`config.mk`:
```
export PLATFORM = sky130hd
export DESIGN_NAME = uart_text_cmd_parser
export DESIGN_NICKNAME = d
export VERILOG_FILES = /design/src/rtl/uart_text_cmd_parser.sv
export SDC_FILE = /design/constraint.sdc
export NUM_CORES = 1
export LEC_CHECK = 0
export CAP_MARGIN = 20
export CORE_MARGIN = 1.5
export CORE_UTILIZATION = 40
export CTS_CLUSTER_SIZE = 30
export DETAILED_ROUTE_END_ITERATION = 8
export PLACE_DENSITY_LB_ADDON = 0.3
export SLEW_MARGIN = 20
export SYNTH_ARGS = -nofsm -noshare
export SYNTH_HDL_FRONTEND = slang
export SYNTH_SLANG_ARGS = --single-unit
```
`constraint.sdc`:
```
create_clock -name clk -period 4.5 [get_ports clk]
set_input_delay 1.125 -clock clk [delete_from_list [all_inputs] [get_ports clk]]
set_output_delay 1.125 -clock clk [all_outputs]
set_load 0.05 [all_outputs]
```
`src/rtl/uart_text_cmd_parser.sv`:
```
// rtl/uart_text_cmd_parser.sv - ASCII "w DD AAAA" / "r AAAA" line parser driving a simple register bus
// Read responses are sent back as two uppercase hex digits followed by CR LF.
module uart_text_cmd_parser #(
    parameter int AW = 16,
    parameter int DW = 8
) (
    input  logic          clk,
    input  logic          rst,
    input  logic [7:0]    rx_data,
    input  logic          new_rx_data,
    output logic [7:0]    tx_data,
    output logic          new_tx_data,
    input  logic          tx_busy,
    output logic [AW-1:0] int_address,
    output logic [DW-1:0] int_wr_data,
    output logic          int_write,
    output logic          int_read,
    input  logic          int_gnt,
    input  logic [DW-1:0] int_rd_data,
    output logic          rx_overrun
);

    localparam logic [3:0] S_IDLE    = 4'd0;
    localparam logic [3:0] S_CMD_SP  = 4'd1;
    localparam logic [3:0] S_FIELD1  = 4'd2;
    localparam logic [3:0] S_SEP     = 4'd3;
    localparam logic [3:0] S_FIELD2  = 4'd4;
    localparam logic [3:0] S_SKIP    = 4'd5;
    localparam logic [3:0] S_BUS_REQ = 4'd6;
    localparam logic [3:0] S_TX_HI   = 4'd7;
    localparam logic [3:0] S_TX_LO   = 4'd8;
    localparam logic [3:0] S_TX_CR   = 4'd9;
    localparam logic [3:0] S_TX_LF   = 4'd10;

    localparam logic [7:0] A_MAX = 8'(AW / 4);
    localparam logic [7:0] D_MAX = 8'(DW / 4);

    logic [3:0]    state_q, state_d;
    logic          op_q, op_d;
    logic [AW-1:0] addr_q, addr_d;
    logic [DW-1:0] data_q, data_d;
    logic [7:0]    cnt_q, cnt_d;
    logic          wr_q, wr_d;
    logic          rd_q, rd_d;
    logic [DW-1:0] rdata_q, rdata_d;
    logic [7:0]    tx_data_q, tx_data_d;
    logic          new_tx_q, new_tx_d;
    logic          sent_q, sent_d;
    logic          wait_q, wait_d;

    logic [3:0] ps;
    logic       is_sep, is_term, is_w, is_r, is_hex;
    logic [3:0] nib;
    logic [7:0] tx_byte;
    logic       overrun_c;

    function automatic logic [7:0] to_ascii(input logic [3:0] n);
        return (n < 4'd10) ? (8'h30 + {4'h0, n}) : (8'h37 + {4'h0, n});
    endfunction

    always_comb begin
        is_sep  = (rx_data == 8'h20) || (rx_data == 8'h09);
        is_term = (rx_data == 8'h0D) || (rx_data == 8'h0A);
        is_w    = (rx_data == 8'h77) || (rx_data == 8'h57);
        is_r    = (rx_data == 8'h72) || (rx_data == 8'h52);
        is_hex  = 1'b1;
        nib     = 4'h0;
        if (rx_data >= 8'h30 && rx_data <= 8'h39)      nib = 4'(rx_data - 8'h30);
        else if (rx_data >= 8'h41 && rx_data <= 8'h46) nib = 4'(rx_data - 8'h37);
        else if (rx_data >= 8'h61 && rx_data <= 8'h66) nib = 4'(rx_data - 8'h57);
        else                                           is_hex = 1'b0;
    end

    always_comb begin
        case (state_q)
            S_TX_HI: tx_byte = to_ascii(rdata_q[7:4]);
            S_TX_LO: tx_byte = to_ascii(rdata_q[3:0]);
            S_TX_CR: tx_byte = 8'h0D;
            default: tx_byte = 8'h0A;
        endcase
    end

    always_comb begin
        state_d   = state_q;
        op_d      = op_q;
        addr_d    = addr_q;
        data_d    = data_q;
        cnt_d     = cnt_q;
        wr_d      = wr_q;
        rd_d      = rd_q;
        rdata_d   = rdata_q;
        tx_data_d = tx_data_q;
        new_tx_d  = 1'b0;
        sent_d    = sent_q;
        wait_d    = wait_q;

        if (state_q == S_BUS_REQ) begin
            if (wr_q || rd_q) begin
                if (int_gnt) begin
                    wr_d = 1'b0;
                    rd_d = 1'b0;
                    if (op_q) begin
                        state_d = S_IDLE;
                    end else begin
                        rdata_d = int_rd_data;
                        sent_d  = 1'b0;
                        wait_d  = 1'b0;
                        state_d = S_TX_HI;
                    end
                end
            end else begin
                wr_d = op_q;
                rd_d = !op_q;
            end
        end else if (state_q >= S_TX_HI) begin
            if (!sent_q) begin
                if (!tx_busy) begin
                    new_tx_d  = 1'b1;
                    tx_data_d = tx_byte;
                    sent_d    = 1'b1;
                    wait_d    = 1'b0;
                end
            end else if (!new_tx_q) begin
                // Move on once the UART has shown busy, or after one spare cycle if it never does.
                if (tx_busy || wait_q) begin
                    sent_d  = 1'b0;
                    wait_d  = 1'b0;
                    state_d = (state_q == S_TX_LF) ? S_IDLE : state_q + 4'd1;
                end else begin
                    wait_d = 1'b1;
                end
            end
        end

        // A byte arriving as the busy phase hands back to IDLE is parsed as if already in IDLE.
        ps        = (state_q >= S_BUS_REQ) ? state_d : state_q;
        overrun_c = new_rx_data && (ps >= S_BUS_REQ);

        if (new_rx_data && ps < S_BUS_REQ) begin
            case (ps)
                S_IDLE: begin
                    if (is_w || is_r) begin
                        op_d    = is_w;
                        addr_d  = '0;
                        data_d  = '0;
                        cnt_d   = 8'd0;
                        state_d = S_CMD_SP;
                    end else if (is_term) state_d = S_IDLE;
                    else                  state_d = S_SKIP;
                end
                S_CMD_SP: begin
                    if (is_hex) begin
                        if (op_q) data_d = {{(DW-4){1'b0}}, nib};
                        else      addr_d = {{(AW-4){1'b0}}, nib};
                        cnt_d   = 8'd1;
                        state_d = S_FIELD1;
                    end else if (is_term)  state_d = S_IDLE;
                    else if (!is_sep)      state_d = S_SKIP;
                end
                S_FIELD1: begin
                    if (is_hex) begin
                        if (cnt_q == (op_q ? D_MAX : A_MAX)) begin
                            state_d = S_SKIP;
                        end else begin
                            if (op_q) data_d = {data_q[DW-5:0], nib};
                            else      addr_d = {addr_q[AW-5:0], nib};
                            cnt_d = cnt_q + 8'd1;
                        end
                    end else if (is_sep)  state_d = op_q ? S_SEP : S_SKIP;
                    else if (is_term)     state_d = op_q ? S_IDLE : S_BUS_REQ;
                    else                  state_d = S_SKIP;
                end
                S_SEP: begin
                    if (is_hex) begin
                        addr_d  = {{(AW-4){1'b0}}, nib};
                        cnt_d   = 8'd1;
                        state_d = S_FIELD2;
                    end else if (is_term)  state_d = S_IDLE;
                    else if (!is_sep)      state_d = S_SKIP;
                end
                S_FIELD2: begin
                    if (is_hex) begin
                        if (cnt_q == A_MAX) begin
                            state_d = S_SKIP;
                        end else begin
                            addr_d = {addr_q[AW-5:0], nib};
                            cnt_d  = cnt_q + 8'd1;
                        end
                    end else if (is_term)  state_d = S_BUS_REQ;
                    else                   state_d = S_SKIP;
                end
                default: begin
                    if (is_term) state_d = S_IDLE;
                end
            endcase
        end
    end

    always_ff @(posedge clk or posedge rst) begin
        if (rst) begin
            state_q   <= S_IDLE;
            op_q      <= 1'b0;
            addr_q    <= '0;
            data_q    <= '0;
            cnt_q     <= 8'd0;
            wr_q      <= 1'b0;
            rd_q      <= 1'b0;
            rdata_q   <= '0;
            tx_data_q <= 8'h00;
            new_tx_q  <= 1'b0;
            sent_q    <= 1'b0;
            wait_q    <= 1'b0;
        end else begin
            state_q   <= state_d;
            op_q      <= op_d;
            addr_q    <= addr_d;
            data_q    <= data_d;
            cnt_q     <= cnt_d;
            wr_q      <= wr_d;
            rd_q      <= rd_d;
            rdata_q   <= rdata_d;
            tx_data_q <= tx_data_d;
            new_tx_q  <= new_tx_d;
            sent_q    <= sent_d;
            wait_q    <= wait_d;
        end
    end

    assign tx_data     = tx_data_q;
    assign new_tx_data = new_tx_q;
    assign int_address = addr_q;
    assign int_wr_data = data_q;
    assign int_write   = wr_q;
    assign int_read    = rd_q;
    assign rx_overrun  = overrun_c;

endmodule

```
**Yosys cells after proc, flatten, opt, wreduce, memory -nomap -nowiden**

Cells that the tools add are included.
Widths: inputs -> output; s select.

- Reductions and logical operators: 28
- Add/subtract/negate cells: 9
- Bitwise logic cells: 4
- Mux-type cells: 81
- Magnitude comparators: 12
- Equality and inequality tests: 37

Operators by type and width:

| cell | number |
|---|---|
| $mux 16 | 9 |
| $mux 4 | 22 |
| $mux 8 | 11 |
| $pmux 16 s5 | 1 |
| $eq 8x7->1 const B | 4 |
| $pmux 8 s4 | 1 |
| $add 6x4->7 const A | 4 |
| $ne 2x2->1 const B | 14 |
| $eq 8x4->1 const B | 3 |
| $mux 3 | 8 |
| $pmux 8 s3 | 1 |
| $mux 1 | 23 |
| $pmux 7 s3 | 1 |
| $pmux 4 s5 | 1 |
| $ge 8x7->1 const B | 2 |
| $le 8x7->1 const B | 2 |
| $reduce_and 8->1 | 2 |
| $mux 7 | 2 |
| $eq 4x3->1 const B | 3 |
| $eq 4x4->1 const B | 3 |
| $ge 4x3->1 const B | 3 |
| $reduce_and 4->1 | 3 |
| $reduce_and 11->1 | 1 |
| $add 8x1->8 const B | 1 |
| other kinds (29) | 46 |

- Input bits: 21
- Register bits: 58
- Output and inout bits: 36

**Depth between registers and ports, before layout**

- Word-level depth: 12
- Gate-level depth with buffers: 11
- Gate-level depth less buffers: 9

**Worst setup path after synthesis**

No wires, ideal clock.

- Kind: input to output
- Start: input tx_busy
- End: output rx_overrun
- Buffers on the path: 1
- Data arrival time: 2.506 ns
- Stages: 7
- Data required time: 3.375 ns
- Slack: 0.869 ns
- Cell sequence: or2_1 > buf_6 > a31oi_1 > o21a_1 > nor2_1 > o21ai_0 > and2_1

- Cells in the longest elaborated chain, start to end: 9

Ends and longest elaborated chain:

| element | RTL line | RTL |
|---|---|---|
| from (decl) | 13 | `input logic tx_busy,` |
| $logic_or 1x1->1 | 125 | `if (tx_busy \|\| wait_q) begin` |
| $mux 4 | 125 |  |
| $mux 4 | 123 | `end else if (!new_tx_q) begin` |
| $mux 4 | 116 | `if (!sent_q) begin` |
| $mux 4 | 115 | `end else if (state_q >= S_TX_HI) begin` |
| $mux 4 | 97 | `if (state_q == S_BUS_REQ) begin` |
| $mux 4 | 136 | `ps = (state_q >= S_BUS_REQ) ? state_d : state_q;` |
| $ge 4x3->1 | 137 | `overrun_c = new_rx_data && (ps >= S_BUS_REQ);` |
| $logic_and 1x1->1 | 137 |  |
| to (decl) | 20 | `output logic rx_overrun` |

Every way passes these cells.

**Final worst setup path**

Ends and elaborated chain as after synthesis.

==> key figures <==
Timing
  – Max Freq: 0.237 GHz
  – Fin. Hold Viols: 0
  – Clk_skew: around 0.009 ns
  – Slew Limit Fails: 0
  – RSZ-0062 raised after global routing: no
  – Final setup TNS: 0 ns
  – # setup viols final: 0
  – Max-slew headroom: approximately half
  – Min setup slack post-route: 0.274 ns
  – Period utilisation layout: a little over nine tenths
  – Actual slew at the worst max-slew pin: about 0.77 ns
  – Min Tclk post-route: between 4 and 5 ns

Place
  – Dpl cells: 571
  – Port Buf Inserts: 55
  – DP Wirelength: about 6200 µm
  – Final Wtd Congestion: approximately 0.9
  – Setup WS pre-CTS: around 0.21 ns
  – DP Area: 4390 µm²

GRT
  – First-pass GRT wire length: between 10000 and 15000 µm
  – GR Util All Layers: 18.3%
  – Grt ovf: 0
  – Largest net degree at the start of global routing: 38
  – Initial antenna violation count: 0
  – Vias in the first global route: between 3000 and 4000

Routing
  – DRT iter0 DRCs: ~160
  – Vias: 3227
  – Post-route ant nets: 0
  – Drt total wl: approximately 8500 µm
  – WL/cell: ~15 µm
  – Via/cell ratio: 5.50
  – TritonRoute pass-1 iters: 4
  – DRC violations left: 0

Logic synthesis
  – Synth warnings: 0
  – Sequential cell area fraction in the yosys report: between 30% and 40%
  – Async SR Flop Fraction: 100%
  – Cells after Synth: around 420
  – Number of synthesized register bits: between 50 and 60
  – Post-synth top area share: between 30% and 40%
  – Synth area leader: dfrtp_1
  – Top post-synthesis cells by area: dfrtp_1, mux2i_1, nand2_1
  – Count leader, synth: dfrtp_1
  – Post-synth EDFFs: 0
  – Prevailing post-synth register cell: dfrtp_1
  – Syn Area/Cell: approximately 9 µm²
  – Net Count, Synth: roughly 450
  – Synth unique cells: 74
  – Synthesized area: between 3000 and 4000 µm²
  – Most frequent cells after synthesis: dfrtp_1, nand2_1, inv_1

Layout
  – Final Instance Area: 4560 µm²
  – Final core occ: ~50%
  – Synthesis-to-layout area growth: 21.6%
  – Finished Layout Cells: 587
  – ANT cells: 0
  – Layout cells sized above 1: 12.2%
  – Nets@finish: around 500

Power
  – Max VDD drop: ~0.0002 V
  – Leak pwr: between 1.5 and 2 nW
  – Pwr dens: between 400 and 500 nW/µm²

Setup path
  – Kind of critical path: primary input to output port
  – CP arrival: 3.10 ns
  – WP data required: 3.38 ns
  – Worst Setup Start Kind: primary input
  – Worst setup EP type: output port
  – CP max FO: 6

Clock tree
  – CTS H-tree depth: 3
  – CTS tree: built
  – Clk Tree Root Cell: clkbuf_8
  – Clock-pin slew on the worst setup and hold paths: ~0.070 ns
  – Total CTS buffers: 9
  – Clock buffer depth: 2
  – CTS Hold Bufs: 0
  – Clk Latency, worst-skew pair: about 0.35 ns
  – Postcts setup bufs: 0
  – PostCTS Resize Cnt: 0
  – Clock sinks: 57

Floorplanning
  – IO Pins: 57
  – Die Span X: between 90 and 100 µm
  – Row count: 35
  – Die Area: 9980 µm²
  – Core Region: roughly 9200 µm²
  – Die height: between 90 and 100 µm
  – Starting density of the core: approximately 41%

Run
  – Max_cap viols: 0

Status
  – Status: finished clean

Hold path
  – Worst min-delay path class: flip-flop to flip-flop
[area by class of cell]
type,instances,area [µm²]
fill,853,4590
multi-input combinational,306,2080
sequential,57,1430
timing repair buffer,62,613
tap,111,139
inverter,35,131
clock buffer,9,124
clock inverter,7,53.8
[final timing paths]
kind / start / endpoint / slack (ns) / cells after the start
worst max-delay path: tx_busy / rx_overrun / 0.27 / 8
worst min-delay path: tx_data[6]$_DFFE_PP0P_ / tx_data[6]$_DFFE_PP0P_ / 0.49 / 1
worst max register to register: state_q[0]$_DFF_PP0_ / int_address[4]$_DFFE_PP0P_ / 1.38 / 8
worst min register to register: tx_data[6]$_DFFE_PP0P_ / tx_data[6]$_DFFE_PP0P_ / 0.49 / 1
max in group asynchronous: rst / state_q[0]$_DFF_PP0_ / 2.50 / 3
min in group asynchronous: rst / state_q[3]$_DFF_PP0_ / 1.24 / 2
[cell usage in the layout (no fill, tap or decap), types with 5 or more instances in the layout]
| cell | n |
|---|---|
| nor3_1 | 11 |
| nand2_1 | 51 |
| nand3_1 | 8 |
| o21ai_0 | 22 |
| nand4_1 | 7 |
| mux2_2 | 6 |
| a21oi_1 | 24 |
| clkbuf_8 | 9 |
| o22ai_1 | 5 |
| a31oi_1 | 8 |
| clkdlybuf4s50_1 | 54 |
| inv_1 | 34 |
| dfrtp_1 | 57 |
| buf_4 | 7 |
| nand2b_1 | 5 |
| nor2_1 | 28 |
| ha_1 | 9 |
| nor4_1 | 5 |
| mux2i_1 | 21 |
[report_power, final]
part	total (mW)	leakage, nW	internal (mW)	switching (mW)
Clock	0.439	0.0822	0.203	0.236
Sequential	0.709	0.634	0.605	0.105
Combinational	1.08	1.17	0.386	0.693
[critical path, cell delays in order]
cell and delay, ns:
clkdlybuf4s50_1 0.56, or2_1 0.26, nand2_1 0.14, a31o_2 0.29, nor2_1 0.23, o21ai_0 0.13
and2_1 0.21, buf_12 0.15
[metal layers]
layer,track usage (%),vias to the layer above,part of all wire (%)
met3,4.67,10,3.8
met5,0,-,0
met4,5.20,0,1.4
li1,-,1613,-
met1,22.7,1550,46
met2,31.7,54,48
[cells by family (layout without fill, tap and decap cells)]
group	Yosys count	count (layout)	synth area share, %
buffers and inverters	53	113	6.70
muxes	32	32	9.30
xor gates and xnor gates	2	2	0.467
adders and majority gates	9	9	3.00
and+or+nand+nor	154	154	21.2
AOI/OAI and AO/OA	108	108	21.2
other	1	1	0.0999
DFF	57	57	38.0
[sequential cells by signal, summed over array words and instances (netlist names)]
register	flops
cnt_q	8
tx_data	7
rdata_q	8
wait_q	1
int_wr_data	8
int_address	16
int_write	1
int_read	1
op_q	1
new_tx_data	1
state_q	4
sent_q	1
[per-stage QoR]
step / hold WS [ns] / power [mW]
after detailed placement: 0.480 / 1.79
after global routing: 0.529 / 2.37
after floorplan: 0.499 / 1.50
after global placement: 0.473 / 1.78
final: 0.487 / 2.23
after CTS: 0.496 / 2.24
Power figures use the tool's default switching activity.
